### config.mk
export PLATFORM = sky130hd
export DESIGN_NAME = elevator_call_scheduler
export DESIGN_NICKNAME = d
export VERILOG_FILES = /design/src/rtl/elevator_call_scheduler.sv
export SDC_FILE = /design/constraint.sdc
export NUM_CORES = 1
export LEC_CHECK = 0
export CAP_MARGIN = 10
export CELL_PAD_IN_SITES_DETAIL_PLACEMENT = 1
export CELL_PAD_IN_SITES_GLOBAL_PLACEMENT = 1
export CORE_ASPECT_RATIO = 1.1
export CORE_MARGIN = 4
export CORE_UTILIZATION = 42
export DETAILED_ROUTE_END_ITERATION = 12
export HOLD_SLACK_MARGIN = 0.08
export PLACE_DENSITY = 0.84
export REMOVE_ABC_BUFFERS = 1
export SYNTH_ARGS = -nofsm -noshare
export SYNTH_HDL_FRONTEND = slang
export SYNTH_SLANG_ARGS = --single-unit
### constraint.sdc
create_clock -name clk -period 4.1 [get_ports clk]
set_input_delay 0.615 -clock clk [delete_from_list [all_inputs] [get_ports clk]]
set_output_delay 0.615 -clock clk [all_outputs]
set_load 0.05 [all_outputs]
### src/rtl/elevator_call_scheduler.sv
// rtl/elevator_call_scheduler.sv - SCAN call scheduler for a 3-floor elevator car controller
module elevator_call_scheduler #(
    parameter int WAIT_MAX = 32,
    parameter int CW       = 6
) (
    input  logic       clk,
    input  logic       Reset,
    input  logic [2:0] Btn,
    input  logic       FLR1,
    input  logic       FLR2,
    input  logic       FLR3,
    input  logic       Door,
    output logic [2:0] Req,
    output logic [2:0] Pend,
    output logic       Dir,
    output logic       Err
);
    typedef enum logic [1:0] {IDLE, SERVE, CLOSE} state_t;

    state_t        state;
    logic [CW-1:0] cnt;
    logic [2:0]    btn_prev;
    logic [2:0]    flr;
    logic          f_valid;
    int            f_idx;
    logic [2:0]    press;
    logic [2:0]    clr;
    logic          retire;
    logic          timeout;
    logic [2:0]    tgt;
    logic          tgt_dir;
    logic          found;

    assign flr     = {FLR3, FLR2, FLR1};
    assign f_valid = (flr == 3'b001) || (flr == 3'b010) || (flr == 3'b100);

    always_comb begin
        f_idx = 0;
        if (flr == 3'b010) f_idx = 1;
        if (flr == 3'b100) f_idx = 2;
    end

    // A press at the floor whose door is already open is swallowed.
    assign press   = Btn & ~btn_prev & ~(Door ? flr : 3'b000);
    assign retire  = (state == SERVE) && Door && ((flr & Req) != 3'b000);
    assign timeout = (state == SERVE) && !retire && (cnt == CW'(WAIT_MAX - 1));
    assign clr     = (retire || timeout) ? Req : 3'b000;

    // SCAN: keep sweeping in Dir, reverse only when nothing lies ahead.
    always_comb begin
        tgt     = 3'b000;
        tgt_dir = Dir;
        found   = 1'b0;
        if (Dir) begin
            for (int i = 0; i < 3; i++)
                if (!found && Pend[i] && i >= f_idx) begin
                    tgt[i] = 1'b1;
                    found  = 1'b1;
                end
            for (int i = 2; i >= 0; i--)
                if (!found && Pend[i] && i < f_idx) begin
                    tgt[i]  = 1'b1;
                    tgt_dir = 1'b0;
                    found   = 1'b1;
                end
        end else begin
            for (int i = 2; i >= 0; i--)
                if (!found && Pend[i] && i <= f_idx) begin
                    tgt[i] = 1'b1;
                    found  = 1'b1;
                end
            for (int i = 0; i < 3; i++)
                if (!found && Pend[i] && i > f_idx) begin
                    tgt[i]  = 1'b1;
                    tgt_dir = 1'b1;
                    found   = 1'b1;
                end
        end
    end

    always_ff @(posedge clk) begin
        if (Reset) begin
            state    <= IDLE;
            cnt      <= '0;
            btn_prev <= 3'b000;
            Req      <= 3'b000;
            Pend     <= 3'b000;
            Dir      <= 1'b1;
            Err      <= 1'b0;
        end else begin
            btn_prev <= Btn;
            Err      <= 1'b0;
            // Clearing a served/dropped call beats a same-cycle press of that floor.
            Pend     <= (Pend | press) & ~clr;
            case (state)
                IDLE: begin
                    Req <= 3'b000;
                    if (Pend != 3'b000 && f_valid && !Door) begin
                        Req   <= tgt;
                        Dir   <= tgt_dir;
                        cnt   <= '0;
                        state <= SERVE;
                    end
                end
                SERVE: begin
                    cnt <= cnt + 1'b1;
                    if (retire) begin
                        Req   <= 3'b000;
                        state <= CLOSE;
                    end else if (timeout) begin
                        Req   <= 3'b000;
                        Err   <= 1'b1;
                        state <= IDLE;
                    end
                end
                CLOSE: begin
                    Req <= 3'b000;
                    if (!Door) state <= IDLE;
                end
                default: begin
                    Req   <= 3'b000;
                    state <= IDLE;
                end
            endcase
        end
    end
endmodule

# Word-level counts from Yosys, hierarchy flattened
# Cells that the tools add are included.
classes:
  add_sub_neg: 1
  n_lt_le_gt_ge: 12
  eq_ne: 9
  mux: 54
  bitwise: 9
  reduce_logical: 51
ops:
  columns: ["op", "n"]
  rows:
  - ["$mux 1", 39]
  - ["$ge 1x32->1 const A", 1]
  - ["$ge 2x32->1 const A", 1]
  - ["$ge 3x32->1 const A", 1]
  - ["$lt 1x32->1 const A", 1]
  - ["$lt 2x32->1 const A", 1]
  - ["$lt 3x32->1 const A", 1]
  - ["$logic_and 1x1->1", 28]
  - ["$mux 3", 6]
  - ["$and 3x3->3", 4]
  - ["$logic_not 1->1", 12]
  - ["$pmux 6 s2", 1]
  - ["$mux 2", 5]
  - ["$not 3->3", 3]
  - ["$add 6x1->6 const B", 1]
  - ["$eq 6x5->1 const B", 1]
  - ["$mux 6", 1]
  - ["$pmux 2 s3", 1]
  - ["$pmux 3 s2", 1]
  - ["$reduce_bool 3->1", 2]
  - ["$gt 1x2->1 const A", 2]
  - ["$le 1x2->1 const A", 2]
  - ["$ne 2x2->1 const B", 2]
  - ["$reduce_and 2->1", 2]
  - ["15 further kinds", 17]
totals:
  reg_bits: 19
  in_bits: 9
  output_inout_bits: 8
  elab_cells: 143

# Depth between registers and ports, before layout
# Gate-level depths: netlist of run 1.
logic_depth:
  depth_word: 34
  mapped_depth: 5
  ltp_nobuf: 5

# Worst setup path after synthesis of run 1
# No wires, ideal clock.
synth_path:
  path_type: "reg-to-reg"
  start: "register Pend[1]"
  end: "register Dir"
  setup_ps: 122
  arrival_ps: 1808
  required_ps: 3978
  setup_slack_ps: 2170
  path_stages_with_launch: 6
  path_buffers: 1
  period_less_slack_ps: 1930
  cell_sequence: "dfxtp_1 buf_6 or3b_4 a2111oi_4 a31oi_1 a311o_1"
synth_between:
  elab_chain_len: 24
  elab_cells_between_ends: 55
  classes_between: "23 x mux; 32 x reduce/logical"
synth_lines:
  columns: ["item", "line_no", "rtl"]
  rows:
  - ["start: declaration", "14", "output logic [2:0] Pend,"]
  - ["start signal: assignment", "94", "Pend <= (Pend | press) & ~clr;"]
  - ["$logic_and 1x1->1 (on tied branches) (2 in series)", "68, 56", null]
  - ["$mux 1 (on tied branches)", "68, 56", null]
  - ["$mux 1", "54", "if (Dir) begin"]
  - ["$logic_not 1->1 (on tied branches)", "68, 56", null]
  - ["$logic_and 1x1->1 (on tied branches) (2 in series)", "68, 56", null]
  - ["$mux 1 (on tied branches)", "68, 56", null]
  - ["$mux 1", "54", null]
  - ["$logic_not 1->1 (on tied branches)", "73, 61", null]
  - ["[4 not listed]", null, null]
  - ["$logic_not 1->1 (on tied branches)", "73, 61", null]
  - ["$logic_and 1x1->1 (on tied branches) (2 in series)", "73, 61", null]
  - ["$mux 1 (on tied branches)", "73, 61", null]
  - ["$mux 1", "54", null]
  - ["$logic_not 1->1 (on tied branches)", "73, 61", null]
  - ["$logic_and 1x1->1 (on tied branches) (2 in series)", "73, 61", null]
  - ["$mux 1 (on tied branches)", "73, 61", null]
  - ["$mux 1", "54", null]
  - ["end signal: assignment", "100", "Dir <= tgt_dir;"]
  - ["end: declaration", "15", "output logic Dir,"]
# Several ways; a longest one is shown, not always the timed one. The select of a mux whose other input is x is not followed.
# A chain may end at the register's enable or synchronous reset.

# Final worst setup path of run 1
layout_path:
  start: "input FLR2"
  end: "register Dir"
layout_between:
  elab_chain_len: 32
  elab_cells_between_ends: 81
  classes_between: "12 x order compare; 3 x eq/ne; 29 x mux; 37 x reduce/logical"
layout_lines:
  columns: ["item", "line_no", "rtl"]
  rows:
  - ["start: declaration", "10", "input logic FLR2,"]
  - ["$eq 3x2->1", "35, 39", null]
  - ["$mux 1", "39", "if (flr == 3'b010) f_idx = 1;"]
  - ["$mux 2", "40", "if (flr == 3'b100) f_idx = 2;"]
  - ["$ge 1x32->1 or $le 2x2->1 (tied branches)", "56, 68", null]
  - ["$logic_and 1x1->1 (on tied branches)", "56, 68", null]
  - ["$mux 1 (on tied branches)", "56, 68", null]
  - ["$mux 1", "54", null]
  - ["$logic_not 1->1 (on tied branches)", "56, 68", null]
  - ["[14 not listed]", null, null]
  - ["$logic_not 1->1 (on tied branches)", "61, 73", null]
  - ["$logic_and 1x1->1 (on tied branches) (2 in series)", "61, 73", null]
  - ["$mux 1 (on tied branches)", "61, 73", null]
  - ["$mux 1", "54", null]
  - ["$logic_not 1->1 (on tied branches)", "61, 73", null]
  - ["$logic_and 1x1->1 (on tied branches) (2 in series)", "61, 73", null]
  - ["$mux 1 (on tied branches)", "61, 73", null]
  - ["$mux 1", "54", null]
# Several ways; a longest one is shown, not always the timed one. The select of a mux whose other input is x is not followed.

==> results.cfg, run 1 <==
[run_status]
status = finished, final reports clean

[clock_tree]
root_buffer = clkbuf_4
cts_tree = done
cts.sinks = 19
clockBufferDepth = 2
postCtsSetupBuffers = 0
ctsResizeCount = 0
clk_latency_ps = 310
numCtsBuffers = 3
clk_pin_slew_ps = 130
ctsHoldBuffers = 0
h-tree-depth = 1

[sta]
rsz0062_at_grt = no
fmax_ghz = 0.412
worstMarginPinSlew_ps = 553
finalMaxSlewViolations = 0
period_needed_ps = 2430
hold-worst-slack_ps = 508
setup_tns_ps = 0
relSlewSlack_pct = 63.1
fin_crit_sh_pct = 59.1
fin_skew_ps = 13.4
finalSetupViolations = 0
finalHoldViolCount = 0

[yosys]
syn_inst = 119
syn_area_sq_um = 1050
ys_seq_elements = 19
synthDistinctLibCells = 42
synth-edff-count = 0
synth-warning-count = 0
yosys.area.top_type = dfxtp_1
synth.area.top_cells = dfxtp_1 (36%), buf_6 (4.3%), a21oi_1 (3.8%)
syn_avg_cell_area_sq_um = 8.83
netlist.area_leader.share_pct = 36.2
synthArstFlopShare_pct = 0
ys.flop_type = dfxtp_1
ys_seq_area_share_pct = 36.2

[cells_and_area]
fin_area_sq_um = 1220
n_antenna_cell = 0
area_growth_pct = 16.5
final_cell_mix = dfxtp_1 (19), clkdlybuf4s50_1 (16), inv_1 (9)
layout-drive-gt1-share_pct = 8.27
finish.net_count = 144
n_fill_cell = 293
layout_commonest_cell = dfxtp_1

[min_path]
holdCritStartpoint = cnt[0]
hold_path_class = flop to flop

[placed_design]
routabilityCongestion = 0.749
dp_hpwl_mm = 2.16
portBuffers = 16
placed_area_sq_um = 1190

[critical_path]
critical_path.slowest_cell = clkdlybuf4s50_1
critPathRequiredTime_ps = 4320
r2r_start = Pend[1]
critPathMaxStageDelay_ps = 770
endpoint_kind = flop
cp.arrival_ps = 2640
critPathMaxFanout = 14
crit_start = FLR2
worstPathCellList = clkdlybuf4s50_1 > or3b_4 > a2111oi_4 > a31oi_1 > a311o_1
critPathKind = input pin to flop
startpoint_type = input pin

[detailed_routing]
wl_per_cell_um = 17.6
finalWirelength_mm = 2.87
dr.first_iter.drc_count = 33
route.vias.total = 964
ant_nets = 0
dr.pass1.iters = 4
vias_per_cell = 5.91
post-route-drc-count = 0

[die]
rows = 18
core_sq_um = 2320
die_y_um = 60.5
initial_core_util_pct = 45.3
fp.dieW_um = 55.7
io_pins = 17
dieArea_sq_um = 3370

[global_routing]
grt_use_total_pct = 18.6
antenna_found_initial = 0
grt_pass1_vias = 982
global_route.overflow_total = 0
grt_pass1_wl_mm = 4.86
grt_start_max_net_pins = 15

[power]
peakVddDrop_mv = 0.292
power_density_nw_per_um2 = 304
cellLeakagePower_nw = 0.408
p_total_w = 0.000372

[job]
drv_cap = 0
path summary, 6_finish.rpt:
path	cells past startpoint	to	slack, ps
max	5	Dir	1670
min	1	cnt[0]	510
max reg2reg	4	Dir	2360
min reg2reg	1	cnt[0]	510
logic make-up (layout without fill, tap and decap cells):
group | count (synthesis) | after routing | share of synthesized area (%)
AOI/OAI and AO/OA | 38 | 38 | 28.3
and+or+nand+nor | 44 | 44 | 24.0
buffers and inverters | 15 | 29 | 8.33
adders and majority gates | 2 | 2 | 2.14
muxes | 1 | 1 | 0.952
DFF | 19 | 19 | 36.2
registers in the layout, indices dropped and copies added (netlist names):
register	cells
Err	1
state	2
btn_prev	3
Req	3
Dir	1
cnt	6
Pend	3
cell type report:
cell class              instances  area [sq um]  area share, %
multi-input cells              85           583           47.6
well taps                      30          37.5           3.06
flip-flops and latches         19           380           31.1
repair buffers                 16           160           13.1
inverters                       9          33.8           2.76
clock inverters                 1          7.51          0.613
clock buffers                   3          22.5           1.84
power breakdown:
group	total (W)	switching, W	leakage (nW)	internal (W)
logic	0.0000700	0.0000411	0.239	0.0000289
clock network	0.000103	0.0000654	0.0139	0.0000372
registers	0.000200	0.00000904	0.155	0.000191
total	0.000372	0.000116	0.408	0.000257
synthesized netlist by cell type, types with 4 or more instances:
master and n:
inv_1 9, a21oi_1 8, o21ai_0 4, nand3b_1 4, nand2_1 7, buf_6 4
a31oi_1 5, dfxtp_1 19, nor3_1 6, nor2_1 7
routing by layer:
| metal | vias up | routed length [um] | global-route usage [%] |
|---|---|---|---|
| met5 | - | 0 | 0 |
| met4 | 0 | 38 | 5.21 |
| met3 | 4 | 129 | 4.89 |
| met2 | 22 | 1500 | 35.3 |
| met1 | 464 | 1200 | 20.8 |
| li1 | 474 | - | - |
per-stage QoR:
stage                     utilization (%)  cells  setup slack [ps]
final                                52.8    163              1670
after global routing                 52.8    163              1590
after CTS                            52.8    163              1670
after detailed placement             51.5    159              1330
after global placement               51.5    159              1410
after floorplan                         -    113              2220
critical path: cells and delay by family:
family	cells	cell delay (ps)
AO/OA/AOI/OAI	3	790
AND/OR/NAND/NOR	1	460
buffers and inverters	1	770
Note: power is estimated with default switching activity, not from simulation.
==> inputs of run 2 (changes only) <==
CORE_UTILIZATION = 35   (was 42)
PLACE_DENSITY = 0.74   (was 0.84)
clock period = 2.2 ns   (was 4.1 ns; I/O delays follow)
==> run 2 against run 1 <==
Against the previous run: count of clock-buffer cells in the layout grew 1; design area grew 4.3%; total power grew 86%; flip-flop and latch count is the same; sequential share of layout area shrank 1.3 points; critical path depth shrank 4; global-route usage shrank 2.0 points; first-iteration DRC count grew 24%; clock skew shrank 9.0 ps; critical path type is now flop to output port; highest routed layer unchanged.
==> results.cfg, run 2 (synthesis gave the netlist of run 1 again) <==
[run_status]
status = finished, final reports clean

[cells_and_area]
largest_reg_flops = 6
n_antenna_cell = 0
layout_commonest_cell = dfxtp_1
instances_no_fill = 173
finish.net_count = 151
n_fill_cell = 347
fin_area_sq_um = 1280
final_cell_mix = dfxtp_1 (19), clkdlybuf4s50_1 (16), inv_1 (9)
area_growth_pct = 21.5
layout-drive-gt1-share_pct = 12.1
top_register = cnt
seqCellArea_sq_um = 380
multi_input_area_sq_um = 583

[power]
switching_share_pct = 29.7
p_total_w = 0.000693
peakVddDrop_mv = 0.356
cellLeakagePower_nw = 0.442
p_seq_share_pct = 53.6
internal_power_w = 0.000487
clkPwrFrac_pct = 26.2
power_density_nw_per_um2 = 543
combPwrFrac_pct = 20.1
power_switching_w = 0.000206

[sta]
finalHoldViolCount = 0
fin_skew_ps = 4.41
setup_tns_ps = 0
finalMaxSlewViolations = 0
fmax_ghz = 0.485
period_needed_ps = 2060
rsz0062_at_grt = no
worstMarginPinSlew_ps = 500
finalSetupViolations = 0
relSlewSlack_pct = 66.5
fin_crit_sh_pct = 93.7

[critical_path]
cp_top_family = buffers and inverters
endpoint_kind = output port
critPathMaxStageDelay_ps = 880
cp.arrival_ps = 1730
critPathKind = flop to output port
worstPathCellList = clkdlybuf4s50_1
critical_path.slowest_cell = clkdlybuf4s50_1
crit_buf_inv = 1
critPathRequiredTime_ps = 1870
startpoint_type = flop
critPathMaxFanout = 10

[job]
drv_cap = 0

[global_routing]
grt_start_max_net_pins = 13
grt_pass1_vias = 1118
grt_use_total_pct = 16.6
antenna_found_initial = 0
grt_pass1_wl_mm = 5.06
global_route.overflow_total = 0

[die]
io_pins = 17
rows = 20
initial_core_util_pct = 37.2
dieArea_sq_um = 3940
fp.dieW_um = 60.3
die_y_um = 65.5
core_sq_um = 2830

[clock_tree]
root_buffer = clkbuf_4
ctsResizeCount = 0
h-tree-depth = 1
ctsHoldBuffers = 0
postCtsSetupBuffers = 0
clockBufferDepth = 2
cts.sinks = 19
clk_pin_slew_ps = 110
cts_tree = done
clk_latency_ps = 300
numCtsBuffers = 3

[detailed_routing]
post-route-drc-count = 0
route.vias.total = 1009
wl_per_cell_um = 16.2
finalWirelength_mm = 2.80
dr.first_iter.drc_count = 41
ant_nets = 0
vias_per_cell = 5.83
dr.pass1.iters = 4

[placed_design]
routabilityCongestion = 0.757
dp.cells = 169
placed_area_sq_um = 1250
dp_hpwl_mm = 2.15
portBuffers = 16

[min_path]
hold_path_class = flop to flop
## run 2: changes by cell type in the layout (fill, tap and decap cells not counted), sizes merged
cell	before	now
clkinvlp	1	0
clkbuf	3	4
buf	0	7
## run 2: cell type report
class | count | area share [%]
clock buffers | 4 | 2.06
inverters | 9 | 2.64
multi-input cells | 85 | 45.6
flip-flops and latches | 19 | 29.8
well taps | 33 | 3.23
repair buffers | 23 | 16.7
## run 2: routing by layer
| layer | part of all wire [%] | wire, um | vias up | global-route usage [%] |
|---|---|---|---|---|
| met3 | 5.5 | 154 | 4 | 3.93 |
| met2 | 50 | 1410 | 22 | 29.9 |
| li1 | - | - | 487 | - |
| met4 | 1.1 | 31 | 0 | 4.43 |
| met1 | 43 | 1200 | 496 | 19.0 |
| met5 | 0 | 0 | - | 0 |
## run 2: final timing paths
kind | end | depth (start not counted) | slack (ps) | start
setup / recovery | Pend[1] | 1 | 140 | Pend[1]
hold / removal | cnt[0] | 1 | 520 | cnt[0]
hold reg to reg | cnt[0] | 1 | 520 | cnt[0]
setup reg to reg | Dir | 4 | 430 | Pend[1]
## run 2: power groups by stage
stage                     clock network, W  registers (W)  logic [W]
final                             0.000182       0.000372   0.000140
after global routing              0.000212       0.000374   0.000153
after CTS                         0.000190       0.000372   0.000141
after detailed placement                 0       0.000380   0.000140
after global placement                   0       0.000379   0.000137
after floorplan                          0       0.000392  0.0000601
## run 2: metrics by stage
step | worst slack [ps] | utilization, % | hold slack, ps
CTS | 129 | 45.2 | 521
global placement | 74.8 | 44.2 | 469
global route | 64.3 | 45.2 | 530
finish | 138 | 45.2 | 516
floorplan | 333 | - | 399
detailed placement | 40.1 | 44.2 | 484
==> inputs of run 3 (changes only) <==
ABC_AREA = 1   (was unset)
CORE_UTILIZATION = 32   (was 35)
CTS_CLUSTER_DIAMETER = 60   (was unset)
PLACE_DENSITY = 0.73   (was 0.74)
==> run 3 against run 2 <==
Against the previous run: cell count rose by 18%; area after synthesis decreased by 3.3%; critical path type unchanged; non-clock buffer count down 6; die area up 5.0%; largest cell class unchanged; first-iteration DRC count increased by 100%; utilization decreased by 4.2 points; global-route usage fell by 0.95 points; sequential power fell by 1%; synthesized cell count is 26% higher; flip-flop and latch count did not move; combinational power fell by 4%; sequential share of layout area rose by 0.69 points; critical endpoint unchanged; largest power group unchanged.
==> results.cfg, run 3 <==
[power]
p_seq_share_pct = 54.2
clkPwrFrac_pct = 26.0
peakVddDrop_mv = 0.299
power_density_nw_per_um2 = 544
cellLeakagePower_nw = 0.540
switching_share_pct = 30.1
p_total_w = 0.000679
internal_power_w = 0.000474
power_switching_w = 0.000205
combPwrFrac_pct = 19.8

[yosys]
syn_inst = 150
ys_seq_area_share_pct = 37.4
synth-edff-count = 0
synth.area.top_cells = dfxtp_1 (37%), nand2_1 (11%), inv_1 (8.1%)
ys_seq_elements = 19
syn_area_sq_um = 1020
netlist_top_cells_count = nand2_1 (30), inv_1 (22), dfxtp_1 (19)
synthDistinctLibCells = 25
syn_avg_cell_area_sq_um = 6.77
netlist.area_leader.share_pct = 37.4
yosys.area.top_type = dfxtp_1
ys.flop_type = dfxtp_1
synthArstFlopShare_pct = 0
synth-warning-count = 0
yosysMostFrequentCell = nand2_1

[global_routing]
antenna_found_initial = 0
grt_pass1_wl_mm = 4.83
grt_start_max_net_pins = 12
grt_use_total_pct = 15.6
global_route.overflow_total = 0
grt_pass1_vias = 1103

[sta]
rsz0062_at_grt = no
fmax_ghz = 0.504
finalHoldViolCount = 0
setup_tns_ps = 0
finalMaxSlewViolations = 0
period_needed_ps = 1980
fin_skew_ps = 2.94
fin_crit_sh_pct = 90.1
layout_setup_ws_ps = 218
relSlewSlack_pct = 67.2
worstMarginPinSlew_ps = 491
finalSetupViolations = 0
hold-worst-slack_ps = 495

[clock_tree]
h-tree-depth = 1
root_buffer = clkbuf_4
cts.sinks = 19
ctsHoldBuffers = 0
ctsResizeCount = 0
postCtsSetupBuffers = 0
clk_pin_slew_ps = 110
numCtsBuffers = 3
clockBufferDepth = 2
cts_tree = done
clk_latency_ps = 290

[critical_path]
r2r_cells = 7
critical_path.slowest_cell = clkdlybuf4s50_1
critPathKind = flop to output port
endpoint_kind = output port
r2r_end = Pend[1]
rrSetupSlack_ps = 640
worstPathCellList = clkdlybuf4s50_1
cp.arrival_ps = 1650
cp_top_family = buffers and inverters
critPathMaxStageDelay_ps = 860
critPathRequiredTime_ps = 1870
startpoint_type = flop
cp-endpoint = Pend[1]
crit_cells = 1
crit_buf_inv = 1
r2r_start = cnt[0]
critPathMaxFanout = 8
crit_start = Pend[1]

[die]
initial_core_util_pct = 33.3
io_pins = 17
die_y_um = 67.1
fp.dieW_um = 61.7
core_sq_um = 3050
dieArea_sq_um = 4140
rows = 21

[cells_and_area]
largest_reg_flops = 6
finish.net_count = 181
layout_commonest_cell = nand2_1
area_growth_pct = 22.9
n_fill_cell = 410
final_cell_mix = nand2_1 (30), inv_1 (22), dfxtp_1 (19)
top_register = cnt
n_antenna_cell = 0
layout-drive-gt1-share_pct = 10.0
fin_area_sq_um = 1250

[min_path]
hold_path_class = flop to flop
holdCritStartpoint = cnt[1]

[detailed_routing]
ant_nets = 0
wl_per_cell_um = 13.8
route.vias.total = 1036
vias_per_cell = 5.08
finalWirelength_mm = 2.82
dr.pass1.iters = 4
dr.first_iter.drc_count = 84
post-route-drc-count = 0

[run_status]
status = finished, final reports clean

[placed_design]
routabilityCongestion = 0.899
placed_area_sq_um = 1220
dp_hpwl_mm = 2.33
place_ws_ps = 220
portBuffers = 16

[job]
drv_cap = 0
==> run 3: changes by cell type after synthesis, sizes merged, moves of 4 or more <==
cell | previous run | this run
nand3 | 3 | 19
o21ai | 4 | 9
nand3b | 4 | 0
nor2 | 7 | 20
nand2 | 7 | 33
inv | 9 | 23
buf | 5 | 0
a31oi | 5 | 0
a21oi | 8 | 14
nor3 | 7 | 2
==> run 3: layout make-up <==
class	count	area, sq um	area share, %
inverter	23	86.3	6.91
clock buffer	4	26.3	2.10
tap	34	42.5	3.41
sequential	19	380	30.5
multi-input combinational	107	546	43.7
timing repair buffer	17	168	13.4
==> run 3: worst min path at each step <==
stage	to	cells after the start
floorplan	Req[0]	1
global placement	cnt[0]	1
detailed placement	cnt[1]	2
CTS	cnt[1]	2
global route	cnt[0]	1
finish	cnt[1]	2
==> run 3: worst reg2reg max path: stages, from the launching register on <==
cell,delay (ps)
dfxtp_1,390
ha_1,200
and3_1,230
nand4_1,130
nand2_1,150
inv_1,100
o21ai_0,200
a21oi_1,60
==> run 3: stage by stage <==
| stage | cells | utilization [%] |
|---|---|---|
| 5_1_grt | 204 | 41.0 |
| 3_5_place_dp | 200 | 40.1 |
| 3_3_place_gp | 200 | 40.1 |
| 6_report | 204 | 41.0 |
| 4_1_cts | 204 | 41.0 |
| 2_1_floorplan | 149 | - |
==> run 3: power by group through the flow <==
stage / combinational (W) / sequential [W] / clock (W)
finish: 0.000134 / 0.000368 / 0.000177
global route: 0.000150 / 0.000370 / 0.000207
CTS: 0.000136 / 0.000368 / 0.000186
detailed placement: 0.000136 / 0.000376 / 0
global placement: 0.000133 / 0.000375 / 0
floorplan: 0.0000652 / 0.000390 / 0
==> run 3: kinds of logic (layout without fill, tap and decap cells) <==
| group | after synthesis | after routing | share of synthesized area [%] |
|---|---|---|---|
| buf+inv | 24 | 44 | 8.87 |
| flops | 19 | 19 | 37.4 |
| xor+xnor | 1 | 1 | 0.862 |
| simple gates | 79 | 79 | 37.4 |
| fa+ha+maj | 1 | 1 | 1.23 |
| compound gates | 26 | 26 | 14.2 |
==> run 3: layer usage <==
layer	vias up	wire (um)	global-route usage, %
met5	-	0	0
met4	0	99	8.22
met3	10	68	2.71
met2	17	1410	26.4
met1	484	1240	18.2
li1	525	-	-
